File: config.mk
export PLATFORM = sky130hd
export DESIGN_NAME = arb2_stream
export DESIGN_NICKNAME = d
export VERILOG_FILES = /design/src/rtl/arb2_pkg.sv /design/src/rtl/mux2x1.sv /design/src/rtl/arb2_stream.sv
export SDC_FILE = /design/constraint.sdc
export NUM_CORES = 1
export LEC_CHECK = 0
export CAP_MARGIN = 20
export CORE_UTILIZATION = 37
export CTS_BUF_LIST = sky130_fd_sc_hd__clkbuf_4 sky130_fd_sc_hd__clkbuf_8
export DETAILED_ROUTE_END_ITERATION = 12
export PLACE_DENSITY = 0.86
export SYNTH_ARGS = -nofsm -noshare
export SYNTH_HDL_FRONTEND = slang
export SYNTH_SLANG_ARGS = --single-unit
File: constraint.sdc
create_clock -name clk -period 1.5 [get_ports clk]
set_input_delay 0.3 -clock clk [delete_from_list [all_inputs] [get_ports clk]]
set_output_delay 0.3 -clock clk [all_outputs]
set_load 0.01 [all_outputs]
File: src/rtl/arb2_pkg.sv
// Shared constants for the two-input round-robin stream arbiter:
// default data width, source index encodings and output FSM state codes.
package arb2_pkg;

  localparam int DEF_WIDTH = 8;

  localparam logic SRC_I0 = 1'b0;
  localparam logic SRC_I1 = 1'b1;

  localparam logic [0:0] ST_EMPTY = 1'b0;
  localparam logic [0:0] ST_FULL  = 1'b1;

  // Tie-break: on contention, serve the stream that was not served last.
  function automatic logic tie_winner(input logic last_src);
    return ~last_src;
  endfunction

endpackage

File: src/rtl/mux2x1.sv
// Library 2:1 single-bit multiplexer cell: y = sel ? b : a.
module mux2x1 (
  input  logic a,
  input  logic b,
  input  logic sel,
  output logic y
);

  assign y = sel ? b : a;

endmodule

File: src/rtl/arb2_stream.sv
// Two-input valid/ready arbiter with round-robin tie-break feeding a single
// registered output stage; one word per cycle sustained under contention.
module arb2_stream
  import arb2_pkg::*;
#(
  parameter int WIDTH = DEF_WIDTH
) (
  input  logic             clk,
  input  logic             rst_n,
  input  logic             i0_valid,
  input  logic [WIDTH-1:0] i0_data,
  output logic             i0_ready,
  input  logic             i1_valid,
  input  logic [WIDTH-1:0] i1_data,
  output logic             i1_ready,
  output logic             o_valid,
  input  logic             o_ready,
  output logic [WIDTH-1:0] o_data,
  output logic             o_src
);

  logic [0:0]       state_reg;
  logic [0:0]       state_next;
  logic [WIDTH-1:0] data_reg;
  logic [WIDTH-1:0] data_next;
  logic             src_reg;
  logic             src_next;
  logic             last_reg;
  logic             last_next;

  logic             load_en;
  logic             grant_any;
  logic             grant_idx;
  logic [WIDTH-1:0] sel_data;

  assign o_valid = (state_reg == ST_FULL);
  assign o_data  = data_reg;
  assign o_src   = src_reg;

  // The output stage can take a word when empty or when its word leaves now.
  assign load_en = ~o_valid | o_ready;

  // Grant and round-robin pointer: last only moves on an actual transfer.
  always_comb begin
    grant_any = 1'b0;
    grant_idx = SRC_I0;
    last_next = last_reg;
    if (i0_valid && i1_valid) begin
      grant_any = 1'b1;
      grant_idx = tie_winner(last_reg);
    end else if (i0_valid) begin
      grant_any = 1'b1;
      grant_idx = SRC_I0;
    end else if (i1_valid) begin
      grant_any = 1'b1;
      grant_idx = SRC_I1;
    end
    if (load_en && grant_any) begin
      last_next = grant_idx;
    end
  end

  // Readies are forced low while reset is held so nothing is accepted then.
  assign i0_ready = rst_n & load_en & grant_any & (grant_idx == SRC_I0);
  assign i1_ready = rst_n & load_en & grant_any & (grant_idx == SRC_I1);

  generate
    for (genvar gi = 0; gi < WIDTH; gi++) begin : g_sel
      mux2x1 u_mux (
        .a   (i0_data[gi]),
        .b   (i1_data[gi]),
        .sel (grant_idx),
        .y   (sel_data[gi])
      );
    end
  endgenerate

  always_comb begin
    state_next = state_reg;
    data_next  = data_reg;
    src_next   = src_reg;
    case (state_reg)
      ST_EMPTY: begin
        if (grant_any) begin
          state_next = ST_FULL;
          data_next  = sel_data;
          src_next   = grant_idx;
        end
      end
      ST_FULL: begin
        if (o_ready) begin
          if (grant_any) begin
            data_next = sel_data;
            src_next  = grant_idx;
          end else begin
            state_next = ST_EMPTY;
          end
        end
      end
      default: state_next = ST_EMPTY;
    endcase
  end

  always_ff @(posedge clk or negedge rst_n) begin
    if (!rst_n) begin
      state_reg <= ST_EMPTY;
      data_reg  <= '0;
      src_reg   <= SRC_I0;
      last_reg  <= SRC_I1;
    end else begin
      state_reg <= state_next;
      data_reg  <= data_next;
      src_reg   <= src_next;
      last_reg  <= last_next;
    end
  end

endmodule
==> flow_metrics.tcl, run 1 <==
set metrics [dict create \
    status "finished with violations" \
    violations "negative setup slack" \
    critical_path.cell_chain "a21bo_2 -> and3_4 -> buf_6" \
    grt_start_max_net_pins 13 \
    rsz0062_at_grt "yes" \
    wirelength_um 1647 \
    crit_type "reg -> out" \
    cts_buffers 3 \
    power.share.clock 0.242 \
    post-route-min-period_ps 1559 \
    total_power_uw 899.3 \
    tightest_slew_ps 170.0 \
    hold_viol 0 \
    ys_types 16 \
    clock_skew_ps 9.626 \
    peakVddDrop_mv 0.6821 \
    synthTopCellsByArea "dfrtp_1, nand2_1, a31oi_1" \
    ys_seq_area_frac 0.5092 \
    cpMaxStageDelayCell "dfstp_2" \
    dpl.hpwl_um 1178 \
    die-height_um 40.31 \
    synth_cells 60 \
    slew_viol_final 0 \
    clk_path_buf_depth 2 \
    p_seq_frac 0.422 \
    hold_end "last_reg" \
    core_mm2 0.001334 \
    die_area_mm2 0.001625 \
    vias 608 \
    wl_per_cell_um 14.08 \
    switchingPower_uw 255.4 \
    setup_violations 2 \
    syn_nets 81 \
    whs_ps 382.7 \
    grt-ovfl-total 0 \
    portBuffers 32 \
    drt_first_iter_violations 9 \
    htreeDepth 1 \
    via_per_inst 5.197 \
    grt_pass1_wl_um 2394 \
    hold_class "in -> reg" \
    slowest_delay_ps 570 \
    io-pin-count 33 \
    switching_share 0.2840 \
    p_comb_frac 0.336 \
    grt_pass1_vias 612 \
    min_period_over_period 1.039 \
    finish.utilization 0.7326 \
    reg2reg_from "last_reg" \
    preCtsSetupSlack_ps -590.1 \
    power_density_mw_per_mm2 920.3 \
    cts_root_buf "clkbuf_4" \
    cts_sinks 11 \
    rows 13 \
    grt_util_all_layers 0.2389 \
    antenna-diode-count 0 \
    whs_path_depth 2 \
    reg2regPathDepth 5 \
    cp.arrival_ps 1260 \
    crit_path_start_kind "flop" \
    fin_nets 124 \
    endpoint_kind "primary output" \
    initial_utilization 0.4071 \
    fmax_ghz 0.6413 \
    antenna_found_initial 0 \
    hold_buffers 0 \
    dieWidth_um 40.31 \
    leakage_nw 0.4797 \
    yosysTopAreaCell "dfrtp_1" \
    regToRegEndpoint "o_data[6]" \
    clkTransAtPathRegs_ps 70 \
    final_antenna_net_count 0 \
    max-cap-violations 0 \
    p_int_uw 643.9 \
    gp_congestion 0.7860 \
    ys_ff_latch 11 \
    hold_start "i0_valid" \
    synth_area_um2 543.0 \
    route.detailed.drc 0 \
    tns_ps -61.60 \
    first_pass_iters 4 \
    yosys_warnings 0 \
    clock_latency_ps 270 \
    drive_above_1_share 0.2157 \
    area.growth.synth_to_final_pct 79.95 \
    setup_ws_ps -59.22 \
    largest_reg_flops 8 \
    tritoncts "built" \
    max-slew-margin-rel 0.8863 \
    avgSynthCellArea_um2 9.050 \
    crit_fanout 4 \
    ff2ff_setup_slack_ps 230 \
    synth.top_cell.area_share 0.4608 \
    critPathRequiredTime_ps 1200 \
]
==> placed cells by master (no fill, tap or decap), drive strengths merged <==
cell type | netlist | routed
dlymetal6s2s | 0 | 7
clkdlybuf4s50 | 0 | 18
and2 | 1 | 1
dfstp | 1 | 1
dlygate4sd2 | 0 | 4
clkbuf | 0 | 4
or2 | 1 | 1
o21ai | 1 | 1
a31oi | 9 | 9
dfrtp | 10 | 10
and3 | 2 | 2
nand2 | 17 | 17
clkdlybuf4s15 | 0 | 1
nand2b | 2 | 2
a21bo | 1 | 1
a21boi | 1 | 1
a21oi | 9 | 9
inv | 1 | 1
buf | 4 | 12
==> worst max-delay path, delay by kind of cell (launching register included) <==
| family | cells | cell delay [ps] |
|---|---|---|
| simple gates | 1 | 180 |
| compound gates | 1 | 150 |
| buf+inv | 1 | 90 |
| flops | 1 | 570 |
==> power groups by stage <==
stage | clock [mW] | combinational, mW | sequential, mW
6_report | 0.217 | 0.303 | 0.379
5_1_grt | 0.250 | 0.328 | 0.385
4_1_cts | 0.228 | 0.307 | 0.380
3_5_place_dp | 0 | 0.305 | 0.385
3_3_place_gp | 0 | 0.295 | 0.380
2_1_floorplan | 0 | 0.100 | 0.401
==> worst max path at each step <==
stage,from,end,slack [ps],depth (start not counted)
after floorplan,last_reg,i0_ready,90,3
after global placement,i0_valid,i0_ready,-560,5
after detailed placement,i0_valid,i0_ready,-590,5
after CTS,last_reg,i0_ready,-60,3
after global routing,last_reg,i0_ready,-110,3
final,last_reg,i0_ready,-60,3
==> stage by stage <==
| stage | instance area [um2] | instances |
|---|---|---|
| 5_1_grt | 977.2 | 117 |
| 4_1_cts | 948.4 | 117 |
| 3_3_place_gp | 903.4 | 110 |
| 3_5_place_dp | 903.4 | 110 |
| 6_report | 977.2 | 117 |
| 2_1_floorplan | 543.0 | 60 |
==> routing by layer <==
layer | share of wire | GRT usage
met1 | 0.38 | 0.2098
met2 | 0.57 | 0.4597
met3 | 0.034 | 0.06667
met4 | 0.016 | 0.1583
met5 | 0 | 0
==> synthesized netlist by cell type (all sizes together) <==
master and instances:
nand2b 2, a21oi 9, dfstp 1, or2 1, o21ai 1, and3 2
inv 1, a21bo 1, a31oi 9, buf 4, nand2 17, dfrtp 10
and2 1, a21boi 1
==> repair_timing <==
item	CTS	global route
setup endpoints to repair	3	9
gates resized for setup	15	9
buffers inserted	3	0
pin swaps	5	1
==> cells by family after synthesis <==
group,synth area share
compound gates,0.2350
buf+inv,0.06449
flops,0.5092
simple gates,0.1912
==> area by class of cell <==
type | instances | area, um2
multi-input cells | 44 | 244.0
flip-flops and latches | 11 | 276.5
well taps | 15 | 18.77
repair buffers | 42 | 404.1
inverters | 1 | 3.754
clock buffers | 4 | 30.03
fillers | 110 | 356.6
Note: power is estimated with default switching activity, not from simulation.
==> run 2: changes to the inputs <==
--- a/config.mk
+++ b/config.mk
@@ -6,10 +6,11 @@
 export NUM_CORES = 1
 export LEC_CHECK = 0
 export CAP_MARGIN = 20
-export CORE_UTILIZATION = 37
+export CORE_UTILIZATION = 39
 export CTS_BUF_LIST = sky130_fd_sc_hd__clkbuf_4 sky130_fd_sc_hd__clkbuf_8
 export DETAILED_ROUTE_END_ITERATION = 12
 export PLACE_DENSITY = 0.86
 export SYNTH_ARGS = -nofsm -noshare
 export SYNTH_HDL_FRONTEND = slang
+export SYNTH_HIERARCHICAL = 1
 export SYNTH_SLANG_ARGS = --single-unit
==> flow_metrics.tcl, run 2 <==
set metrics [dict create \
    status "finished with violations" \
    violations "negative setup slack" \
    synth-adder-area-share 0 \
    cp_top_family "flip-flops" \
    synth_most_common_cell "mux2_4" \
    ys_seq_area_frac 0.4465 \
    rows 14 \
    grt-ovfl-total 0 \
    wirelength_um 1389 \
    reg2regPathDepth 5 \
    cts_root_buf "clkbuf_4" \
    drive_above_1_share 0.4353 \
    antenna-diode-count 0 \
    slowest_delay_ps 540 \
    tritoncts "built" \
    setup_ws_ps -46.96 \
    power_density_mw_per_mm2 932.9 \
    post-route-min-period_ps 1547 \
    regToRegEndpoint "o_data[3]" \
    synth_cells 41 \
    reg2reg_from "last_reg" \
    critPathRequiredTime_ps 1200 \
    ff2ff_setup_slack_ps -10 \
    avgSynthCellArea_um2 15.11 \
    dpl.hpwl_um 1061 \
    synth_compound_area_frac 0.06061 \
    final_area_mm2 0.001071 \
    largest_reg_flops 8 \
    die-height_um 41.85 \
    vias 499 \
    io-pin-count 33 \
    tightest_slew_ps 282.4 \
    grt_util_all_layers 0.1787 \
    hold_class "in -> async" \
    grt_pass1_vias 492 \
    synth-simple-area-share 0.06869 \
    grt_pass1_wl_um 2208 \
    crit_path_start_kind "flop" \
    cts_sinks 11 \
    cpMaxStageDelayCell "dfstp_2" \
    drt_first_iter_violations 4 \
    rsz0062_at_grt "yes" \
    crit_fanout 2 \
    placed_area_mm2 0.001016 \
    synth_xor_area_frac 0 \
    fin_nets 107 \
    setup_violations 5 \
    synth_common_cells "mux2_4, dfrtp_1, a21oi_1, a31oi_1, buf_6" \
    crit_type "reg -> out" \
    peakVddDrop_mv 0.6447 \
    yosysTopAreaCell "dfrtp_1" \
    preCtsSetupSlack_ps -519.6 \
    crit_buf_inv 2 \
    portBuffers 32 \
    leakage_nw 0.5522 \
    first_pass_iters 4 \
    critical_path.cell_chain "buf_6 -> a21boi_4 -> and3_1 -> buf_2" \
    cts_buffers 3 \
    area.growth.synth_to_final_pct 72.93 \
    cp.arrival_ps 1250 \
    clk_path_buf_depth 2 \
    most-common-layout-cells "clkdlybuf4s50_1, mux2_4, dfrtp_1, buf_4, dlymetal6s2s_1" \
    route.detailed.drc 0 \
    antenna_found_initial 0 \
    yosys_warnings 6 \
    final_antenna_net_count 0 \
    final_common_cell "clkdlybuf4s50_1" \
    clock_skew_ps 1.504 \
    endpoint_kind "primary output" \
    synth.area.mux_share 0.3879 \
    hold_buffers 0 \
    grt_start_max_net_pins 10 \
    syn_nets 62 \
    gp_congestion 0.7322 \
    core_mm2 0.001489 \
    synth_edf_count 0 \
    async_flop_share 1.000 \
    synthTopCellsByArea "dfrtp_1, mux2_4, dfstp_2" \
    slew_viol_final 0 \
    synth_top_family_by_area "multiplexers" \
    via_per_inst 4.941 \
    ys.flop_type "dfrtp_1" \
    htreeDepth 1 \
    dieWidth_um 41.85 \
    ys_types 14 \
    clkTransAtPathRegs_ps 70 \
    synth.top_cell.area_share 0.4040 \
    fmax_ghz 0.6464 \
    die_area_mm2 0.001751 \
    synth_area_um2 619.3 \
    max-cap-violations 0 \
    min_period_over_period 1.031 \
    initial_utilization 0.4160 \
    ys_ff_latch 11 \
    max-slew-margin-rel 0.8117 \
    wl_per_cell_um 13.75 \
    clock_latency_ps 270 \
    hold_viol 0 \
]
run 2: timing repair:
action	in CTS	in global routing
cloned	0	0
buffers inserted	1	0
hold endpoints to repair	0	0
setup endpoints to repair	11	16
resized for setup	14	7
run 2: where the power goes:
part / switching, mW / internal [mW]
Clock: 0.0973 / 0.121
Combinational: 0.128 / 0.271
Sequential: 0.0278 / 0.354
Total: 0.254 / 0.746
run 2: per-stage QoR:
step | utilization | total power [mW] | std cells | setup TNS (ps) | hold WS (ps)
2_1_floorplan | - | 0.5749 | 41 | 0 | 4.409
3_3_place_gp | 0.6824 | 0.7711 | 96 | -4397 | 489.2
3_5_place_dp | 0.6824 | 0.7798 | 96 | -4780 | 493.6
4_1_cts | 0.7042 | 1.016 | 101 | -89.68 | 370.3
5_1_grt | 0.7193 | 1.057 | 101 | -437.3 | 379.8
6_report | 0.7193 | 0.9991 | 101 | -87.51 | 379.2
run 2: kinds of logic (layout without fill, tap and decap cells):
| group | after synthesis | in the layout |
|---|---|---|
| AOI/OAI and AO/OA | 6 | 6 |
| and+or+nand+nor | 6 | 6 |
| muxes | 16 | 16 |
| DFF | 11 | 11 |
| buffers and inverters | 2 | 46 |
run 2: how the worst max path moves through the flow:
stage / startpoint / end / depth (start not counted)
after global routing: last_reg / i1_ready / 4
after global placement: i1_valid / i1_ready / 4
after floorplan: last_reg / o_data[0] / 3
after detailed placement: i1_valid / i1_ready / 4
after CTS: last_reg / i1_ready / 4
final: last_reg / i1_ready / 4
run 2: layer usage:
metal	global-route usage	wire length [um]
met3	0.04348	50
met5	0	0
met4	0.1161	38
met2	0.3063	732
met1	0.1938	568
run 2: final cells by class:
class,instances,area (um2)
clock buffers,4,30.03
fillers,103,417.9
multi-input cells,28,340.3
flip-flops and latches,11,276.5
well taps,16,20.02
repair buffers,42,404.1
run 2: worst reg2reg max path: stages, from the launching register on:
cell and delay [ps]:
dfstp_2 540, buf_6 100, a21boi_4 50, buf_6 150, mux2_4 300, mux2_4 260
==> run 3: changes to the inputs <==
--- a/config.mk
+++ b/config.mk
@@ -10,6 +10,8 @@
 export CTS_BUF_LIST = sky130_fd_sc_hd__clkbuf_4 sky130_fd_sc_hd__clkbuf_8
 export DETAILED_ROUTE_END_ITERATION = 12
 export PLACE_DENSITY = 0.86
+export REMOVE_ABC_BUFFERS = 1
+export SLEW_MARGIN = 10
 export SYNTH_ARGS = -nofsm -noshare
 export SYNTH_HDL_FRONTEND = slang
 export SYNTH_HIERARCHICAL = 1
==> flow_metrics.tcl, run 3 (synthesis results as in run 2) <==
set metrics [dict create \
    switchingPower_uw 262.2 \
    min_period_over_period 1.022 \
    hold_class "in -> async" \
    crit_fanout 3 \
    post-route-min-period_ps 1532 \
    vias 508 \
    setup_ws_ps -32.46 \
    portBuffers 32 \
    core_mm2 0.001489 \
    fmax_ghz 0.6525 \
    route.detailed.drc 0 \
    largest_reg_flops 8 \
    status "finished with violations" \
    preCtsSetupSlack_ps -511.8 \
    area.growth.synth_to_final_pct 71.52 \
    violations "negative setup slack" \
    leakage_nw 0.5334 \
    peakVddDrop_mv 0.5937 \
    power_density_mw_per_mm2 935.9 \
    cp-endpoint "i0_ready" \
    most-common-layout-cells "clkdlybuf4s50_1, mux2_4, dfrtp_1, dlygate4sd2_1, buf_4" \
    via_per_inst 5.080 \
    switching_share 0.2638 \
    antenna-diode-count 0 \
    ff2ff_setup_slack_ps 30 \
    final_area_mm2 0.001062 \
    fin_nets 106 \
    initial_utilization 0.4160 \
    die_area_mm2 0.001751 \
    rsz0062_at_grt "yes" \
    wl_per_cell_um 15.11 \
    reg2reg_from "last_reg" \
    crit_path_start_kind "flop" \
    cts_root_buf "clkbuf_4" \
    io-pin-count 33 \
    drive_above_1_share 0.4167 \
    final_common_cell "clkdlybuf4s50_1" \
    dieWidth_um 41.85 \
    power.share.clock 0.222 \
    crit_start "last_reg" \
    cp.arrival_ps 1230 \
    grt_pass1_vias 550 \
    clock_skew_ps 9.179 \
    gp_congestion 0.6809 \
    htreeDepth 1 \
    grt-ovfl-total 0 \
    hold_viol 0 \
    drt_first_iter_violations 5 \
    antenna_found_initial 0 \
    regToRegEndpoint "o_data[0]" \
    total_power_uw 994.2 \
    cts_setup_buffers 0 \
    final_antenna_net_count 0 \
    hold_buffers 0 \
    p_comb_frac 0.384 \
    endpoint_kind "primary output" \
    setup_violations 1 \
    max-cap-violations 0 \
    critPathRequiredTime_ps 1200 \
    whs_ps 399.4 \
    clock_latency_ps 270 \
    first_pass_iters 4 \
    tightest_slew_ps 156.4 \
    placed_area_mm2 0.001017 \
    crit_type "reg -> out" \
    clkTransAtPathRegs_ps 80 \
    reg2regPathDepth 4 \
    wirelength_um 1511 \
    p_int_uw 732.0 \
    p_seq_frac 0.394 \
    grt_util_all_layers 0.2004 \
    slew_viol_final 0 \
    grt_start_max_net_pins 12 \
    grt_pass1_wl_um 2456 \
    tritoncts "built" \
    max-slew-margin-rel 0.8957 \
    cts_buffers 3 \
    clk_path_buf_depth 2 \
    rows 14 \
    die-height_um 41.85 \
    cts_sinks 11 \
]
run 3: cell count changes in the layout (fill, tap and decap cells not counted):
cell	before	now
buf_4	8	5
dlygate4sd2_1	3	6
dlymetal6s2s_1	6	4
a21boi_2	0	1
a21boi_4	1	0
buf_12	0	1
buf_6	2	3
clkdlybuf4s50_1	21	20
o21a_1	0	1
o21a_2	1	0
run 3: worst min path at each step:
stage / slack [ps] / endpoint / from / cells past startpoint
after CTS: 390 / o_src / rst_n / 2
after global routing: 400 / o_src / rst_n / 2
after floorplan: 4 / o_data[0] / rst_n / 0
final: 400 / o_src / rst_n / 2
after detailed placement: 490 / o_data[4] / o_data[4] / 1
after global placement: 500 / o_data[7] / o_data[7] / 1
run 3: layer usage:
metal  share of wire  GRT usage  vias up  wire length, um
met4           0.015     0.1097        0               23
li1                -          -      236                -
met2            0.54     0.3469       30              822
met5               0          0        -                0
met3           0.073    0.07391        4              110
met1            0.37     0.2067      238              555
run 3: layout make-up:
| class | count | area, um2 |
|---|---|---|
| Tap cell | 16 | 20.02 |
| Multi-Input combinational cell | 28 | 331.6 |
| Timing Repair Buffer | 41 | 404.1 |
| Clock buffer | 4 | 30.03 |
| Sequential cell | 11 | 276.5 |
| Fill cell | 113 | 426.7 |
run 3: power by group through the flow:
stage	Combinational (mW)	Sequential, mW	Clock, mW
after floorplan	0.151	0.411	0
after global placement	0.380	0.390	0
after detailed placement	0.395	0.393	0
after CTS	0.386	0.392	0.230
after global routing	0.404	0.398	0.244
final	0.381	0.392	0.221
run 3: critical path: stages (launching register included):
cell and delay (ps):
dfstp_2 560, nand2b_4 120, and4_1 160, buf_2 120
run 3: stage by stage:
step,TNS [ps],utilization,cells
after CTS,-43.29,0.7017,100
after floorplan,-5231,-,39
after detailed placement,-4308,0.6832,96
final,-32.46,0.7134,100
after global placement,-3918,0.6832,96
after global routing,-170.5,0.7134,100
run 3: what timing repair did:
action,in CTS,in global routing
endpoints found under the setup margin,14,14
gates resized for setup,17,6
pin swaps,2,2
